### config.mk
export PLATFORM = sky130hd
export DESIGN_NAME = peripheral_spi_master_flat
export DESIGN_NICKNAME = d
export VERILOG_FILES = /design/src/rtl/peripheral_spi_master_pkg.sv /design/src/rtl/peripheral_spi_master_if.sv /design/src/rtl/peripheral_spi_master_core.sv /design/src/rtl/peripheral_spi_master.sv /design/src/flat_wrapper.sv
export SDC_FILE = /design/constraint.sdc
export NUM_CORES = 1
export LEC_CHECK = 0
export ABC_AREA = 1
export BUFFER_PORTS_ARGS = -buffer_cell sky130_fd_sc_hd__buf_4
export CAP_MARGIN = 20
export CORE_ASPECT_RATIO = 0.8
export CORE_UTILIZATION = 40
export CTS_BUF_LIST = sky130_fd_sc_hd__clkbuf_4 sky130_fd_sc_hd__clkbuf_8
export DETAILED_ROUTE_END_ITERATION = 6
export PLACE_DENSITY = 0.72
export SLEW_MARGIN = 20
export SYNTH_ARGS = -nofsm -noshare
export SYNTH_HDL_FRONTEND = slang
export SYNTH_SLANG_ARGS = --single-unit
### constraint.sdc
create_clock -name clk -period 1.93 [get_ports clk]
set_input_delay 0.0965 -clock clk [delete_from_list [all_inputs] [get_ports clk]]
set_output_delay 0.0965 -clock clk [all_outputs]
set_load 0.03 [all_outputs]
### src/rtl/peripheral_spi_master_pkg.sv
// Shared definitions for the SPI master peripheral: bus register map and
// engine state encoding.
package peripheral_spi_master_pkg;

   typedef logic [3:0] reg_addr_t;

   localparam reg_addr_t ADDR_TX     = 4'h0;
   localparam reg_addr_t ADDR_START  = 4'h2;
   localparam reg_addr_t ADDR_SRST   = 4'h4;
   localparam reg_addr_t ADDR_RX     = 4'h6;
   localparam reg_addr_t ADDR_STATUS = 4'hA;

   localparam logic [0:0] ST_IDLE     = 1'b0;
   localparam logic [0:0] ST_TRANSFER = 1'b1;

endpackage

### src/rtl/peripheral_spi_master_if.sv
// SoC peripheral bus as seen by the SPI master: the CPU side drives the
// strobes, the peripheral returns combinational read data.
interface peripheral_spi_master_if;
   import peripheral_spi_master_pkg::*;

   logic        cs;
   logic        rd;
   logic        wr;
   reg_addr_t   addr;
   logic [15:0] d_in;
   logic [15:0] d_out;

   modport master (output cs, rd, wr, addr, d_in, input d_out);
   modport slave  (input cs, rd, wr, addr, d_in, output d_out);

endinterface

### src/rtl/peripheral_spi_master_core.sv
// SPI mode-0 shift engine: clock divider, IDLE/TRANSFER FSM, MSB-first
// transmit shifter and receive shifter.
module spi_master_core
   import peripheral_spi_master_pkg::*;
#(
   parameter int CLK_DIV = 4,
   parameter int DATA_W  = 8
) (
   input  logic              clk,
   input  logic              rst,
   input  logic [DATA_W-1:0] tx_data,
   input  logic              start,
   input  logic              soft_rst,
   input  logic              miso,
   output logic [DATA_W-1:0] rx_data,
   output logic              busy,
   output logic              done,
   output logic              mosi,
   output logic              ss,
   output logic              sck
);

   localparam int CNT_W = (CLK_DIV > 1) ? $clog2(CLK_DIV) : 1;
   localparam int BIT_W = (DATA_W > 1) ? $clog2(DATA_W) : 1;
   localparam logic [CNT_W-1:0] CNT_LAST = CNT_W'(CLK_DIV - 1);
   localparam logic [BIT_W-1:0] BIT_LAST = BIT_W'(DATA_W - 1);

   logic [0:0]        state_reg;
   logic [CNT_W-1:0]  cnt_reg;
   logic [BIT_W-1:0]  bit_reg;
   logic [DATA_W-1:0] tx_shift_reg;
   logic [DATA_W-1:0] rx_shift_reg;
   logic [DATA_W-1:0] rx_data_reg;
   logic              busy_reg;
   logic              done_reg;
   logic              mosi_reg;
   logic              ss_reg;
   logic              sck_reg;

   always_ff @(posedge clk or negedge rst) begin
      if (!rst) begin
         state_reg    <= ST_IDLE;
         cnt_reg      <= '0;
         bit_reg      <= '0;
         tx_shift_reg <= '0;
         rx_shift_reg <= '0;
         rx_data_reg  <= '0;
         busy_reg     <= 1'b0;
         done_reg     <= 1'b0;
         mosi_reg     <= 1'b0;
         ss_reg       <= 1'b1;
         sck_reg      <= 1'b0;
      end else if (soft_rst) begin
         // Received byte survives a soft reset; everything else restarts.
         state_reg    <= ST_IDLE;
         cnt_reg      <= '0;
         bit_reg      <= '0;
         tx_shift_reg <= '0;
         rx_shift_reg <= '0;
         busy_reg     <= 1'b0;
         done_reg     <= 1'b0;
         mosi_reg     <= 1'b0;
         ss_reg       <= 1'b1;
         sck_reg      <= 1'b0;
      end else begin
         case (state_reg)
            ST_IDLE: begin
               if (start) begin
                  state_reg    <= ST_TRANSFER;
                  cnt_reg      <= '0;
                  bit_reg      <= '0;
                  tx_shift_reg <= tx_data;
                  mosi_reg     <= tx_data[DATA_W-1];
                  ss_reg       <= 1'b0;
                  sck_reg      <= 1'b0;
                  busy_reg     <= 1'b1;
                  done_reg     <= 1'b0;
               end
            end
            ST_TRANSFER: begin
               if (cnt_reg == CNT_LAST) begin
                  cnt_reg <= '0;
                  sck_reg <= ~sck_reg;
                  if (!sck_reg) begin
                     rx_shift_reg <= {rx_shift_reg[DATA_W-2:0], miso};
                  end else if (bit_reg == BIT_LAST) begin
                     // Last falling edge closes the frame; mosi keeps its bit.
                     state_reg   <= ST_IDLE;
                     rx_data_reg <= rx_shift_reg;
                     busy_reg    <= 1'b0;
                     done_reg    <= 1'b1;
                     ss_reg      <= 1'b1;
                  end else begin
                     bit_reg      <= bit_reg + 1'b1;
                     tx_shift_reg <= {tx_shift_reg[DATA_W-2:0], 1'b0};
                     mosi_reg     <= tx_shift_reg[DATA_W-2];
                  end
               end else begin
                  cnt_reg <= cnt_reg + 1'b1;
               end
            end
            default: state_reg <= ST_IDLE;
         endcase
      end
   end

   assign rx_data = rx_data_reg;
   assign busy    = busy_reg;
   assign done    = done_reg;
   assign mosi    = mosi_reg;
   assign ss      = ss_reg;
   assign sck     = sck_reg;

endmodule

### src/rtl/peripheral_spi_master.sv
// Memory-mapped SPI master: bus decode, control registers and read mux in
// front of the shift engine.
module peripheral_spi_master
   import peripheral_spi_master_pkg::*;
#(
   parameter int CLK_DIV = 4,
   parameter int DATA_W  = 8
) (
   input  logic                     clk,
   input  logic                     rst,
   peripheral_spi_master_if.slave   bus,
   input  logic                     miso,
   output logic                     mosi,
   output logic                     ss,
   output logic                     sck
);

   logic [DATA_W-1:0] tx_data_reg;
   logic              start_q_reg;
   logic              start_prev_reg;
   logic              srst_reg;
   logic              srst_next;
   logic              wr_en;
   logic              start_pulse;
   logic [DATA_W-1:0] rx_data;
   logic              busy;
   logic              done;
   logic              unused_bits;

   assign wr_en       = bus.cs & bus.wr;
   assign start_pulse = start_q_reg & ~start_prev_reg;
   assign unused_bits = ^bus.d_in[15:DATA_W];

   // The engine sees the soft-reset value being written, so an abort takes
   // effect on the same edge as the register write and beats a start edge.
   always_comb begin
      srst_next = srst_reg;
      if (wr_en && bus.addr == ADDR_SRST) srst_next = bus.d_in[0];
   end

   always_ff @(posedge clk or negedge rst) begin
      if (!rst) begin
         tx_data_reg    <= '0;
         start_q_reg    <= 1'b0;
         start_prev_reg <= 1'b0;
         srst_reg       <= 1'b0;
      end else begin
         start_prev_reg <= start_q_reg;
         srst_reg       <= srst_next;
         if (wr_en && bus.addr == ADDR_TX)    tx_data_reg <= bus.d_in[DATA_W-1:0];
         if (wr_en && bus.addr == ADDR_START) start_q_reg <= bus.d_in[0];
      end
   end

   spi_master_core #(
      .CLK_DIV (CLK_DIV),
      .DATA_W  (DATA_W)
   ) u_core (
      .clk      (clk),
      .rst      (rst),
      .tx_data  (tx_data_reg),
      .start    (start_pulse),
      .soft_rst (srst_next),
      .miso     (miso),
      .rx_data  (rx_data),
      .busy     (busy),
      .done     (done),
      .mosi     (mosi),
      .ss       (ss),
      .sck      (sck)
   );

   always_comb begin
      bus.d_out = '0;
      if (bus.cs && bus.rd) begin
         case (bus.addr)
            ADDR_RX:     bus.d_out = 16'(rx_data);
            ADDR_STATUS: bus.d_out = {14'h0, busy, done};
            ADDR_TX:     bus.d_out = 16'(tx_data_reg);
            default:     bus.d_out = '0;
         endcase
      end
   end

endmodule

### src/flat_wrapper.sv
// flat-port wrapper written by rule: the top's interface ports become plain ports
module peripheral_spi_master_flat import peripheral_spi_master_pkg::*;
#(
   parameter int CLK_DIV = 4,
   parameter int DATA_W  = 8
)
  (clk, rst, miso, mosi, ss, sck, bus_cs, bus_rd, bus_wr, bus_addr, bus_d_in, bus_d_out);
  peripheral_spi_master_if bus_i ();
  input  logic clk;
  input  logic rst;
  input  logic miso;
  output logic mosi;
  output logic ss;
  output logic sck;
  input wire logic [$bits(bus_i.cs)-1:0] bus_cs;
  input wire logic [$bits(bus_i.rd)-1:0] bus_rd;
  input wire logic [$bits(bus_i.wr)-1:0] bus_wr;
  input wire logic [$bits(bus_i.addr)-1:0] bus_addr;
  input wire logic [$bits(bus_i.d_in)-1:0] bus_d_in;
  output wire logic [$bits(bus_i.d_out)-1:0] bus_d_out;
  assign bus_i.cs = bus_cs;
  assign bus_i.rd = bus_rd;
  assign bus_i.wr = bus_wr;
  assign bus_i.addr = bus_addr;
  assign bus_i.d_in = bus_d_in;
  assign bus_d_out = bus_i.d_out;
  peripheral_spi_master #(.CLK_DIV(CLK_DIV), .DATA_W(DATA_W)) u_core (.clk(clk), .rst(rst), .bus(bus_i), .miso(miso), .mosi(mosi), .ss(ss), .sck(sck));
endmodule
==> flow_metrics.tcl, run 1 <==
set metrics [dict create \
    status "completed" \
    fin_skew_ns 0.00739 \
    final.setup.tns_ns 0 \
    final_max_slew_viol_count 0 \
    grt_pass1_vias 1689 \
    drv_cap 0 \
    coreArea_um2 5620 \
    grt_pass1_wl_um 7960 \
    chipHeight_um 71.2 \
    ys_ff_latch 45 \
    gp_congestion 0.802 \
    htreeDepth 2 \
    path_max_fanout 9 \
    die-area_um2 6290 \
    initial_core_util_pct 42.6 \
    synth_edf_count 0 \
    power_leakage_nw 1.33 \
    hold_viol_final 0 \
    min_path_type "input port to flip-flop" \
    cp.required_ns 2.11 \
    post-route-min-period_ns 1.58 \
    async_flop_share_pct 100 \
    grt_max_degree 46 \
    synthFlopType "dfrtp_1" \
    netlist_area_um2 2390 \
    cts_made_buffers 5 \
    first_pass_iters 4 \
    regArea_um2 1130 \
    cts_tree "built" \
    vias_per_cell 4.81 \
    cts_root_buf "clkbuf_8" \
    layout-drive-gt1-share_pct 23.1 \
    ir_drop_mv 0.577 \
    clock_sinks 45 \
    grt-ovfl-total 0 \
    setup_viol 0 \
    insertion_delay_ns 0.30 \
    syn_inst 272 \
    final_nets 332 \
    rsz0062_at_grt "false" \
    period_share_pct 82.0 \
    grt_usage_pct 16.7 \
    cp-end-kind "flip-flop" \
    path_clk_slew_ns 0.09 \
    cts_setup_buffers 0 \
    synth-seq-area-share_pct 47.1 \
    fp.dieW_um 88.4 \
    drt-initial-drc-count 98 \
    drt-total-wl_um 4570 \
    power_density_nw_per_um2 1130 \
    detail-route-antenna-nets 0 \
    post_drt_wl_per_cell_um 12.0 \
    synthDistinctLibCells 33 \
    grt_use_met2_pct 24.4 \
    synth_top_area_cell "dfrtp_1" \
    yosysMostFrequentCell "nand2_1" \
    drc_errors 0 \
    crit_arrival_ns 1.76 \
    met3_usage_pct 3.97 \
    dp_slack_ns 0.356 \
    io_buffers 28 \
    clock_path_buffers 2 \
    synthToLayoutAreaGrowth_pct 13.9 \
    fin_ws_ns 0.347 \
    grt.met1_usage_pct 24.2 \
    num_io_pins 45 \
    maxSlewHeadroom_pct 62.6 \
    antenna_cells 0 \
    dr_total_vias 1833 \
    dp_hpwl_um 3330 \
    synth.avg_cell_area_um2 8.79 \
    fill_cells 539 \
    fmax_ghz 0.632 \
    synthTopCellsByCount "81 x nand2_1, 44 x dfrtp_1, 20 x nor2_1" \
    multi_input_area_um2 1070 \
    placementRows 24 \
    cp-start-kind "flip-flop" \
    synth.area.top_cells "dfrtp_1 46%, nand2_1 13%, nand3_1 4.0%, mux2_2 3.3%, buf_4 3.1%" \
    critical_path_class "flip-flop to flip-flop" \
    tightestPinTransition_ns 0.561 \
    timing.hold.ws_ns 0.0217 \
    synth_top_area_share_pct 46.0 \
    yosys_warnings 0 \
    antenna_found_initial 0 \
    gr-max-usage-layer "met2" \
]
## per-layer routing
layer	vias to the layer above	routed length, um
li1	923	-
met1	854	2400
met2	49	1890
met3	7	220
met4	0	63
met5	-	0
## power by group
group          switching (mW)  internal, mW  leakage (nW)
combinational           0.665         0.416         0.686
sequential              0.179          1.21         0.596
clock                   0.326         0.290        0.0512
total                    1.17          1.91          1.33
## layout make-up
cell class / count / share of cell area, %
inverters: 23 / 3.17
clock buffers: 6 / 3.03
multi-input cells: 195 / 39.4
flip-flops and latches: 45 / 41.4
well taps: 78 / 3.58
repair buffers: 32 / 8.91
clock inverters: 2 / 0.505
## placed cells by master (no fill, tap or decap), drive strengths merged, types with 6 or more instances in the layout
master,instances
nand2,86
dfrtp,44
buf,31
nor2,25
inv,22
nand3,21
a21oi,13
o21ai,12
conb,8
mux2i,7
mux2,7
clkbuf,6
## what timing repair did
action / 4_1_cts / 5_1_grt
hold buffers: 1 / 0
resized for setup: 0 / 0
endpoints found under the setup margin: 0 / 0
endpoints found under the hold margin: 44 / 0
## kinds of logic (layout without fill, tap and decap cells)
kind of cell / count (synthesis) / in the layout / synth area share [%]
simple gates: 138 / 138 / 26.8
flops: 45 / 45 / 47.1
buf+inv: 39 / 63 / 9.05
compound gates: 31 / 31 / 8.53
mux: 14 / 14 / 6.23
fa+ha+maj: 4 / 4 / 2.09
other cells: 1 / 8 / 0.157
## final timing paths
check                           cells past startpoint                                   endpoint                                  from  slack, ns
max in group asynchronous                           2             u_core.u_core.mosi$_DFFE_PN0P_                                   rst       1.23
worst max register to register                      6  u_core.u_core.rx_shift_reg[0]$_DFFE_PN0P_  u_core.u_core.cnt_reg[0]$_DFFE_PN0P_       0.35
worst min-delay path                                2          u_core.tx_data_reg[3]$_DFFE_PN0P_                           bus_d_in[3]       0.02
worst min register to register                      0            u_core.start_prev_reg$_DFF_PN0_        u_core.start_q_reg$_DFFE_PN0P_       0.42
min in group asynchronous                           2             u_core.u_core.busy$_DFFE_PN0P_                                   rst       0.33
worst max-delay path                                6  u_core.u_core.rx_shift_reg[0]$_DFFE_PN0P_  u_core.u_core.cnt_reg[0]$_DFFE_PN0P_       0.35
## stage by stage
step	power [mW]	cell area [um2]	std cells	util, %
2_1_floorplan	2.27	2420	279	-
6_report	3.08	2720	381	48.5
5_1_grt	3.32	2720	381	48.5
3_3_place_gp	2.46	2620	372	46.6
4_1_cts	3.11	2720	381	48.5
3_5_place_dp	2.49	2620	372	46.6
## worst max-delay path, stage by stage, from the launching register on
cell,delay (ns)
dfrtp_1,0.39
ha_1,0.21
nand2_2,0.10
nor2_4,0.21
clkinv_1,0.29
nor2_1,0.20
a211oi_2,0.06
(Power assumes the default switching activity.)
==> inputs of run 2 (changes only) <==
clock period = 1.5 ns   (was 1.93 ns; I/O delays follow)
==> flow_metrics.tcl, run 2 (same netlist as run 1, synthesis figures left out) <==
set metrics [dict create \
    cpMostUsedCell "ha_4" \
    combPwrFrac_pct 39.6 \
    clkPwrFrac_pct 17.7 \
    dr_total_vias 1929 \
    cp-end-kind "flip-flop" \
    setup_viol 1 \
    dp_hpwl_um 3490 \
    grt_pass1_wl_um 8310 \
    r2r_start "u_core.u_core.bit_reg[0]$_DFFE_PN0P_" \
    placementRows 24 \
    crit_start "u_core.u_core.bit_reg[0]$_DFFE_PN0P_" \
    cts_tree "built" \
    finish.utilization_pct 52.2 \
    fin_skew_ns 0.00983 \
    grt_usage_pct 17.2 \
    detail-route-antenna-nets 0 \
    p_sw_share_pct 38.4 \
    hold_viol_final 0 \
    clock_path_buffers 2 \
    rsz0062_at_grt "true" \
    power_density_nw_per_um2 1450 \
    power.internal_mw 2.61 \
    vias_per_cell 4.87 \
    grt-ovfl-total 0 \
    gp_congestion 0.763 \
    grt_pass1_vias 1718 \
    io_buffers 28 \
    grt_max_degree 46 \
    clock_sinks 45 \
    drv_cap 0 \
    fin_ws_ns -0.00181 \
    fmax_ghz 0.666 \
    htreeDepth 2 \
    coreArea_um2 5620 \
    hold_path_depth 2 \
    fin_cells 396 \
    path_clk_slew_ns 0.08 \
    cp.required_ns 1.74 \
    path_max_fanout 6 \
    final_max_slew_viol_count 0 \
    dp.cells 380 \
    insertion_delay_ns 0.30 \
    post-route-min-period_ns 1.50 \
    cp-start-kind "flip-flop" \
    rrSetupSlack_ns -0.002 \
    timing.hold.ws_ns 0.00634 \
    post_drt_wl_per_cell_um 13.1 \
    antenna_cells 0 \
    dp_slack_ns -0.0368 \
    antenna_found_initial 0 \
    period_share_pct 100 \
    cts_root_buf "clkbuf_8" \
    power_frac_seq_pct 42.7 \
    drt-initial-drc-count 165 \
    maxSlewHeadroom_pct 61.9 \
    worstPathCellList "ha_4 -> ha_4 -> nand2_2 -> inv_2 -> o211ai_4 -> buf_6 -> nand3_2 -> nand2_1" \
    initial_core_util_pct 42.6 \
    die-area_um2 6290 \
    critical_path_class "flip-flop to flip-flop" \
    p_switching_mw 1.63 \
    status "finished, violations left" \
    r2r_cells 8 \
    tightestPinTransition_ns 0.572 \
    synthToLayoutAreaGrowth_pct 22.5 \
    fp.dieW_um 88.4 \
    crit_arrival_ns 1.74 \
    ir_drop_mv 0.803 \
    slowest_stage "dfrtp_1" \
    power_leakage_nw 1.40 \
    num_io_pins 45 \
    layout_common_cells "80 x nand2_1, 43 x dfrtp_1, 40 x buf_4" \
    first_pass_iters 5 \
    max_stage_delay_ns 0.42 \
    layout-drive-gt1-share_pct 29.2 \
    final_nets 347 \
    min_path_type "input port to flip-flop" \
    violations "setup timing" \
    drc_errors 0 \
    min_from "bus_d_in[7]" \
    final_common_cell "nand2_1" \
    cts_made_buffers 5 \
    drt-total-wl_um 5200 \
    chipHeight_um 71.2 \
]
[run 2: cell types whose count changed in the layout (fill, tap and decap cells not counted), moves of 2 or more]
cell and delta:
buf_4 +9, buf_6 +3, ha_1 -3, ha_4 +3, nand2_4 +2
[run 2: critical path: cells and delay by family (launching register included)]
| kind | cells | cell delay, ns |
|---|---|---|
| flops | 1 | 0.42 |
| fa+ha+maj | 2 | 0.33 |
| compound gates | 1 | 0.27 |
| buf+inv | 2 | 0.22 |
| simple gates | 3 | 0.20 |
[run 2: repair_timing]
action,CTS,global route
pin swaps,15,6
endpoints found under the setup margin,22,23
hold buffers,1,1
gates cloned,2,1
gates resized for setup,14,7
hold endpoints to repair,44,1
setup buffers,2,1
[run 2: cell type report]
type,count,area [um2]
Clock buffer,6,76.3
Clock inverter,2,10.0
Fill cell,541,2690
Inverter,23,90.1
Multi-Input combinational cell,197,1170
Sequential cell,45,1130
Tap cell,78,97.6
Timing Repair Buffer,45,354
[run 2: power by group through the flow]
stage          Sequential [mW]  Clock, mW  Combinational [mW]
6_report                  1.81      0.751                1.68
4_1_cts                   1.80      0.762                1.63
5_1_grt                   1.86      0.827                1.89
3_5_place_dp              1.81          0                1.46
3_3_place_gp              1.80          0                1.43
2_1_floorplan             1.79          0                1.12
[run 2: metrics by stage]
step	TNS (ns)	power (mW)	area, um2
6_report	-0.00181	4.25	2930
5_1_grt	-0.678	4.58	2930
4_1_cts	-0.116	4.19	2860
3_5_place_dp	-0.312	3.27	2680
3_3_place_gp	-0.0182	3.23	2680
2_1_floorplan	0	2.92	2420
[run 2: per-layer routing]
layer  share of wire, %  track usage, %  routed length, um  vias to the layer above
li1                   -               -                  -                      958
met1                 50            26.1               2600                      903
met2                 43            25.0               2260                       64
met3                5.8            4.78                304                        4
met4               0.77            2.69                 40                        0
met5                  0               0                  0                        -
[run 2: worst paths after layout]
path / end
min: u_core.tx_data_reg[7]$_DFFE_PN0P_
max in group asynchronous: u_core.u_core.state_reg$_DFF_PN0_
min reg2reg: u_core.start_prev_reg$_DFF_PN0_
min in group asynchronous: u_core.u_core.rx_data[0]$_DFFE_PN0P_
max reg2reg: u_core.u_core.tx_shift_reg[5]$_DFFE_PN0P_
max: u_core.u_core.tx_shift_reg[5]$_DFFE_PN0P_
==> inputs of run 3 (changes only) <==
CORE_MARGIN = 1.5   (was unset)
CORE_UTILIZATION = 35   (was 40)
PLACE_DENSITY = 0.66   (was 0.72)
SYNTH_HIERARCHICAL = 1   (was unset)
==> flow_metrics.tcl, run 3 <==
set metrics [dict create \
    setup_viol 0 \
    post_drt_wl_per_cell_um 12.4 \
    placed_cell_area_um2 2730 \
    synth.area.top_cells "dfrtp_1 47%, nand2_1 15%, nand3_1 9.5%, buf_4 3.8%, inv_1 3.3%" \
    die-area_um2 7240 \
    synth-seq-area-share_pct 47.8 \
    ir_drop_mv 0.445 \
    grt_pass1_wl_um 9030 \
    num_io_pins 45 \
    path_clk_slew_ns 0.09 \
    cts_tree "built" \
    grt_pass1_vias 1848 \
    gp_congestion 0.806 \
    power_density_nw_per_um2 1450 \
    synthTopCellsByCount "97 x nand2_1, 45 x nand3_1, 44 x dfrtp_1" \
    synth_top_area_cell "dfrtp_1" \
    synth_top_area_share_pct 46.7 \
    fp.dieW_um 94.8 \
    fmax_ghz 0.701 \
    synthDistinctLibCells 24 \
    io_buffers 28 \
    power_leakage_nw 1.49 \
    synthAdderAreaFrac_pct 1.59 \
    layout_common_cells "97 x nand2_1, 47 x buf_4, 45 x nand3_1" \
    htreeDepth 2 \
    yosys.area_share.simple_pct 30.3 \
    antenna_cells 0 \
    hold_viol_final 0 \
    cp-start-kind "flip-flop" \
    fin_ws_ns 0.0729 \
    drt-total-wl_um 5210 \
    detail-route-antenna-nets 0 \
    clock_sinks 45 \
    cp-end-kind "flip-flop" \
    synthToLayoutAreaGrowth_pct 21.4 \
    clock_path_buffers 2 \
    cts_root_buf "clkbuf_8" \
    critical_path_class "flip-flop to flip-flop" \
    dp_hpwl_um 3860 \
    grt_usage_pct 15.8 \
    synth_compound_gate_area_share_pct 9.55 \
    drv_cap 0 \
    synthFlopType "dfrtp_1" \
    rsz0062_at_grt "true" \
    vias_per_cell 4.72 \
    maxSlewHeadroom_pct 62.1 \
    insertion_delay_ns 0.30 \
    path_max_fanout 17 \
    drc_errors 0 \
    crit_arrival_ns 1.62 \
    initial_core_util_pct 36.6 \
    synthMuxAreaShare_pct 0 \
    post-route-min-period_ns 1.43 \
    yosys_warnings 6 \
    tightestPinTransition_ns 0.569 \
    layout-drive-gt1-share_pct 25.2 \
    placementRows 26 \
    antenna_found_initial 0 \
    period_share_pct 95.1 \
    synth_edf_count 0 \
    final_common_cell "nand2_1" \
    dr_total_vias 1986 \
    syn_inst 289 \
    drt-initial-drc-count 118 \
    async_flop_share_pct 100 \
    timing.hold.ws_ns 0.00900 \
    grt_max_degree 46 \
    synth_top_family_by_area "simple AND/OR/NAND/NOR gates" \
    dp_slack_ns -0.164 \
    cts_made_buffers 5 \
    first_pass_iters 4 \
    netlist_area_um2 2360 \
    min_path_type "input port to flip-flop" \
    chipHeight_um 76.4 \
    cp.required_ns 1.69 \
    synth.avg_cell_area_um2 8.16 \
    final_nets 365 \
    yosysMostFrequentCell "nand2_1" \
    fin_area_um2 2860 \
    grt-ovfl-total 0 \
    coreArea_um2 6440 \
    ys_ff_latch 45 \
    fin_skew_ns 0.00907 \
    synth_xor_area_share_pct 0 \
    final_max_slew_viol_count 0 \
    total_power_mw 4.14 \
    status "completed" \
]
-- run 3: report_power, final --
part	internal, mW	switching (mW)	total [mW]	leakage [nW]
Clock	0.417	0.417	0.834	0.0542
Combinational	0.617	0.965	1.58	0.842
Sequential	1.52	0.212	1.73	0.598
Total	2.55	1.59	4.14	1.49
-- run 3: worst paths after layout --
path / startpoint / endpoint / slack, ns / cells past startpoint
setup / recovery: u_core/u_core/bit_reg[0]$_DFFE_PN0P_ / u_core/u_core/rx_data[6]$_DFFE_PN0P_ / 0.07 / 6
hold / removal: bus_d_in[5] / u_core/tx_data_reg[5]$_DFFE_PN0P_ / 0.009 / 3
setup reg to reg: u_core/u_core/bit_reg[0]$_DFFE_PN0P_ / u_core/u_core/rx_data[6]$_DFFE_PN0P_ / 0.07 / 6
hold reg to reg: u_core/start_q_reg$_DFFE_PN0P_ / u_core/start_prev_reg$_DFF_PN0_ / 0.42 / 0
max in group asynchronous: rst / u_core/tx_data_reg[4]$_DFFE_PN0P_ / 0.80 / 2
min in group asynchronous: rst / u_core/u_core/rx_shift_reg[1]$_DFFE_PN0P_ / 0.32 / 2
-- run 3: logic make-up after synthesis --
kind of cell	after synthesis
adders and majority gates	3
other	1
buffers and inverters	43
AOI/OAI and AO/OA	34
and+or+nand+nor	163
DFF	45
-- run 3: per-stage QoR --
| step | util (%) | instances | setup TNS (ns) |
|---|---|---|---|
| finish | 44.4 | 421 | 0 |
| detailed placement | 42.4 | 411 | -2.18 |
| CTS | 44.3 | 421 | 0 |
| global placement | 42.4 | 411 | -0.734 |
| global route | 44.4 | 421 | -0.00900 |
| floorplan | - | 296 | 0 |
-- run 3: layout make-up --
type	count	area, um2
Clock buffer	7	96.3
Clock inverter	1	5.00
Fill cell	653	3580
Inverter	24	90.1
Multi-Input combinational cell	208	1010
Sequential cell	45	1130
Tap cell	84	105
Timing Repair Buffer	52	424
-- run 3: layer usage --
layer	track usage (%)	part of all wire [%]	vias to the layer above
li1	-	-	1005
met1	24.5	51	910
met2	21.4	42	66
met3	3.49	5.9	5
met4	5.22	1.1	0
met5	0	0	-
-- run 3: critical path, cell delays in order (launching register included) --
cell and delay (ns):
dfrtp_1 0.38, ha_1 0.17, ha_2 0.18, nand2_1 0.07
nand3b_4 0.30, nand2_1 0.15, o21ai_2 0.06
-- run 3: what timing repair did --
action / CTS / global route
hold buffers: 2 / 0
buffers inserted: 0 / 0
resized for setup: 0 / 4
hold endpoints to repair: 45 / 0
endpoints found under the setup margin: 0 / 16
